===== src/rtl/regfile_param.sv =====
// rtl/regfile_param.sv - parametrised register file with busy scoreboard and sequential clear engine
module regfile_param #(
  parameter int DATA_W   = 32,
  parameter int ADDR_W   = 5,
  parameter int ZERO_REG = 1,
  parameter int BYPASS   = 1
) (
  input  logic              clk,
  input  logic              rst,
  input  logic              clr_req,
  output logic              ready,
  input  logic              we,
  input  logic [ADDR_W-1:0] waddr,
  input  logic [DATA_W-1:0] wdata,
  input  logic [ADDR_W-1:0] raddr0,
  output logic [DATA_W-1:0] rdata0,
  input  logic [ADDR_W-1:0] raddr1,
  output logic [DATA_W-1:0] rdata1,
  input  logic              iss_valid,
  input  logic [ADDR_W-1:0] iss_rd,
  output logic              busy0,
  output logic              busy1
);

  localparam int DEPTH = 2 ** ADDR_W;

  typedef enum logic {
    S_CLEAR = 1'b0,
    S_IDLE  = 1'b1
  } state_t;

  state_t              state_q, state_d;
  logic                ready_q, ready_d;
  logic [ADDR_W-1:0]   clr_cnt_q, clr_cnt_d;
  logic [DEPTH-1:0]    busy_q, busy_d;
  logic [DATA_W-1:0]   mem [DEPTH];

  logic                zero_en;
  logic                bypass_en;
  logic                write_ok;
  logic                iss_ok;
  logic                hit0;
  logic                hit1;

  assign zero_en   = (ZERO_REG != 0);
  assign bypass_en = (BYPASS != 0);

  // A clear request in IDLE preempts any write or issue in the same cycle.
  assign write_ok = ready_q && we && !clr_req && !(zero_en && (waddr == '0));
  assign iss_ok   = ready_q && iss_valid && !clr_req && !(zero_en && (iss_rd == '0));

  assign hit0 = bypass_en && write_ok && (waddr == raddr0);
  assign hit1 = bypass_en && write_ok && (waddr == raddr1);

  always_ff @(posedge clk or posedge rst) begin
    if (rst) begin
      state_q   <= S_CLEAR;
      ready_q   <= 1'b0;
      clr_cnt_q <= '0;
      busy_q    <= '0;
    end else begin
      state_q   <= state_d;
      ready_q   <= ready_d;
      clr_cnt_q <= clr_cnt_d;
      busy_q    <= busy_d;
    end
  end

  always_comb begin
    state_d   = state_q;
    ready_d   = ready_q;
    clr_cnt_d = clr_cnt_q;
    busy_d    = busy_q;
    case (state_q)
      S_CLEAR: begin
        clr_cnt_d = clr_cnt_q + 1'b1;
        if (clr_cnt_q == '1) begin
          state_d = S_IDLE;
          ready_d = 1'b1;
        end
      end
      S_IDLE: begin
        if (clr_req) begin
          state_d   = S_CLEAR;
          ready_d   = 1'b0;
          clr_cnt_d = '0;
          busy_d    = '0;
        end else begin
          // Clear first so that a same-cycle issue to the same entry wins.
          if (write_ok) busy_d[waddr] = 1'b0;
          if (iss_ok)   busy_d[iss_rd] = 1'b1;
        end
      end
      default: begin
        state_d   = S_CLEAR;
        ready_d   = 1'b0;
        clr_cnt_d = '0;
        busy_d    = '0;
      end
    endcase
  end

  // Array has no reset; the clear engine owns initialisation.
  always_ff @(posedge clk) begin
    if (state_q == S_CLEAR) begin
      mem[clr_cnt_q] <= '0;
    end else if (write_ok) begin
      mem[waddr] <= wdata;
    end
  end

  always_comb begin
    rdata0 = '0;
    busy0  = 1'b0;
    if (ready_q) begin
      if (hit0) begin
        rdata0 = wdata;
      end else if (!(zero_en && (raddr0 == '0))) begin
        rdata0 = mem[raddr0];
        busy0  = busy_q[raddr0];
      end
    end
  end

  always_comb begin
    rdata1 = '0;
    busy1  = 1'b0;
    if (ready_q) begin
      if (hit1) begin
        rdata1 = wdata;
      end else if (!(zero_en && (raddr1 == '0))) begin
        rdata1 = mem[raddr1];
        busy1  = busy_q[raddr1];
      end
    end
  end

  assign ready = ready_q;

endmodule


===== config.mk =====
export PLATFORM = sky130hd
export DESIGN_NAME = regfile_param
export DESIGN_NICKNAME = d
export VERILOG_FILES = /design/src/rtl/regfile_param.sv
export SDC_FILE = /design/constraint.sdc
export NUM_CORES = 1
export LEC_CHECK = 0
export ABC_AREA = 1
export CAP_MARGIN = 20
export CELL_PAD_IN_SITES_DETAIL_PLACEMENT = 2
export CELL_PAD_IN_SITES_GLOBAL_PLACEMENT = 2
export CORE_ASPECT_RATIO = 0.5
export CORE_MARGIN = 2
export CORE_UTILIZATION = 39
export DETAILED_ROUTE_END_ITERATION = 10
export PLACE_DENSITY = 0.78
export SYNTH_ARGS = -nofsm -noshare
export SYNTH_HDL_FRONTEND = slang
export SYNTH_SLANG_ARGS = --single-unit

===== constraint.sdc =====
create_clock -name clk -period 3.73 [get_ports clk]
set_input_delay 0.373 -clock clk [delete_from_list [all_inputs] [get_ports clk]]
set_output_delay 0.373 -clock clk [all_outputs]
set_load 0.02 [all_outputs]

==> summary.txt <==
Worst setup path
  • CP top delay family: buffers and inverters
  • Worst endpoint required time: 3360 ps
  • CP max stage delay: 780 ps
  • Crit-path max FO: 69
  • Slowest-stage cell, CP: buf_4
  • Worst setup path class: reg2out
  • Worst Path Buf+Inv: 2
  • Worst path arrival time: 3180 ps
  • Crit. End Element: output pin
  • CP Launch Type: register
  • CP Cell Sequence: buf_4, o21ai_0, a21oi_1, clkdlybuf4s50_1

Pwr
  • Leakage: 28.9 nW
  • Clock network fraction of design power: 32.8%
  • Internal: 22.7 mW
  • Max VDD drop: 400 uV
  • Share of power burned in registers: 43.2%
  • Switching power: 11.5 mW
  • Power per Cell Area: 512 nW/um^2
  • Sw frac: 33.7%
  • Combinational Power Share: 24.0%

CTS
  • H-tree Lvls: 3
  • CTS sink count: 1063
  • Clock transition at the registers of the reported paths: 60 ps
  • Worst-Skew Late Latency: 740 ps
  • Clock Path Buffers: 3
  • CTS Buf Count: 107
  • TritonCTS clock tree: done
  • Hold_buf cts: 0
  • Root Buffer: clkbuf_16

Global routing
  • First-pass GRT wire length: 405 mm
  • Gr usage total: 35.6%
  • Largest net degree at the start of global routing: 140
  • Initial antenna violation count: 4
  • GR Overflow Total: 0
  • Vias in the first global route: 60658

Timing
  • Unrepaired setup endpoints after global routing: false
  • Setup TNS: 0 ps
  • Period Utilization, post-route: 95.3%
  • Slew HR: 27.2%
  • Highest clock rate: 281 MHz
  • Setup Viol. Count Final: 0
  • Crit path time final: 3560 ps
  • Fin. Hold Viols: 0
  • Pins Over Slew Limit: 0
  • Worst-Margin Slew: 1090 ps
  • Setup Skew: 35.2 ps

Logic synthesis
  • Register area share after synthesis: 54.4%
  • Syn_nets: 7200
  • Post-synthesis cell type count: 38
  • Synth Register Bits: 1063
  • Yosys warning count: 0
  • Cell Area, Synth: 58300 sq um
  • Main synth FF type: edfxtp_1
  • Post-Syn Area per Cell: 8.16 sq um
  • Mapped Cells: 7141
  • Post-synth EDFFs: 1024
  • Ys async rst share: 3.67%

Detailed routing
  • Initial drt markers: 5731
  • DRC: 0
  • Total Routed Length: 276 mm
  • Vias: 55458
  • Vias per cell: 6.02
  • Number of detailed-route iterations in the first pass: 6
  • DRT antenna net count: 0
  • Routed length per placed instance: 29.9 microns

Floorplan
  • Std cell rows: 100
  • Die height: 277 microns
  • Core area: 149000 sq um
  • Initial Utilization: 39.2%
  • DIE AREA: 153000 sq um
  • Die Width: 551 microns
  • # IOs: 124

Finish
  • Final net count: 7188
  • Commonest non-fill, non-tap cell in the layout: nand2_1
  • Most frequent cells in the layout: nand2_1, nand3_1, inv_1
  • Reg area: 31700 sq um
  • Share of cells above drive strength 1: 7.04%
  • Area growth syn-to-layout: 14.4%
  • Multi-input logic area: 20500 sq um
  • FILL cells: 16182
  • Post-Layout Cell Count: 9207

Place
  • Port Buffers: 123
  • HPWL Detailed: 165 mm
  • Placed cells: 9009
  • RePlAce Congestion: 0.848

Status
  • Status: complete, no violations

Hold path
  • Hold Path Class: in2async

Flow run
  • Max-cap violation count: 0
metal layers:
layer | part of all wire (%) | vias up | global-route usage [%] | routed length (microns)
met1 | 42 | 28863 | 47.2 | 115000
met4 | 3.9 | 4 | 13.8 | 10900
met2 | 47 | 2492 | 58.7 | 129000
met5 | 0.011 | - | 0 | 31
met3 | 7.5 | 612 | 5.23 | 20600
li1 | - | 23487 | - | -
timing repair:
action                     4_1_cts  5_1_grt
setup endpoints to repair        0        5
resized for setup                0        1
setup buffers                    0        0
flip-flops by register name, summed over array words and instances, names as in the netlist:
name       cells
busy_q        32
clr_cnt_q      5
mem         1024
ready          1
state_q        1
Yosys cell counts (6+ instances only):
library cell	number	area [sq um]
nand2_1	2060	7730
nand3_1	1963	9820
inv_1	1065	4000
edfxtp_1	1024	30700
buf_2	234	1170
clkbuf_1	188	706
o21ai_0	139	696
a21oi_1	101	505
nor2_1	79	297
o211ai_1	66	495
buf_1	55	206
dfrtp_1	39	976
or2_2	27	169
buf_4	12	90.1
a22o_1	9	78.8
nand2_2	9	56.3
o22ai_1	9	56.3
nand4_1	8	50.1
nor3_1	8	40.0
buf_6	6	67.6
worst paths after layout:
| check | from | endpoint | slack, ps | depth (start not counted) |
|---|---|---|---|---|
| setup / recovery | ready | rdata1[2] | 170 | 4 |
| hold reg to reg | busy_q[0] | busy_q[0] | 550 | 2 |
| max in group asynchronous | rst | ready | 2910 | 2 |
| min in group clk | wdata[12] | mem[13][12] | 450 | 3 |
| hold / removal | rst | busy_q[7] | 160 | 2 |
| setup reg to reg | ready | busy_q[2] | 740 | 7 |
power by group through the flow:
stage,Sequential [mW],Clock [mW],Combinational (mW)
after floorplan,14.9,0,4.06
after global placement,14.9,0,7.55
after detailed placement,15.0,0,7.97
after CTS,14.8,11.3,8.09
after global routing,14.8,11.7,8.67
final,14.8,11.2,8.19
layout make-up:
class	count	share of cell area, %
diodes	2	0.00751
flip-flops and latches	1063	47.6
inverters	1073	6.12
well taps	1989	3.73
multi-input cells	4509	30.8
clock buffers	134	4.26
repair buffers	375	6.62
clock inverters	62	0.867
stage by stage:
step,worst slack [ps],utilization (%),power (mW),cell area (sq um),hold WS [ps]
finish,175,44.9,34.2,66700,163
global route,7.46,44.9,35.2,66700,244
floorplan,450,-,18.9,58300,475
global placement,208,42.6,22.5,63200,529
detailed placement,74.1,42.6,23.0,63200,548
CTS,64.5,44.9,34.1,66700,159
logic make-up after synthesis:
logic type / Yosys count / share of synthesized area (%)
buffers and inverters: 1569 / 10.8
AND/OR/NAND/NOR: 4167 / 31.4
flip-flops: 1063 / 54.4
XOR/XNOR: 6 / 0.0902
AO/OA/AOI/OAI: 334 / 3.27
adder cells (fa/ha/maj): 2 / 0.0429
No activity file was read; power rests on OpenSTA's default activity.
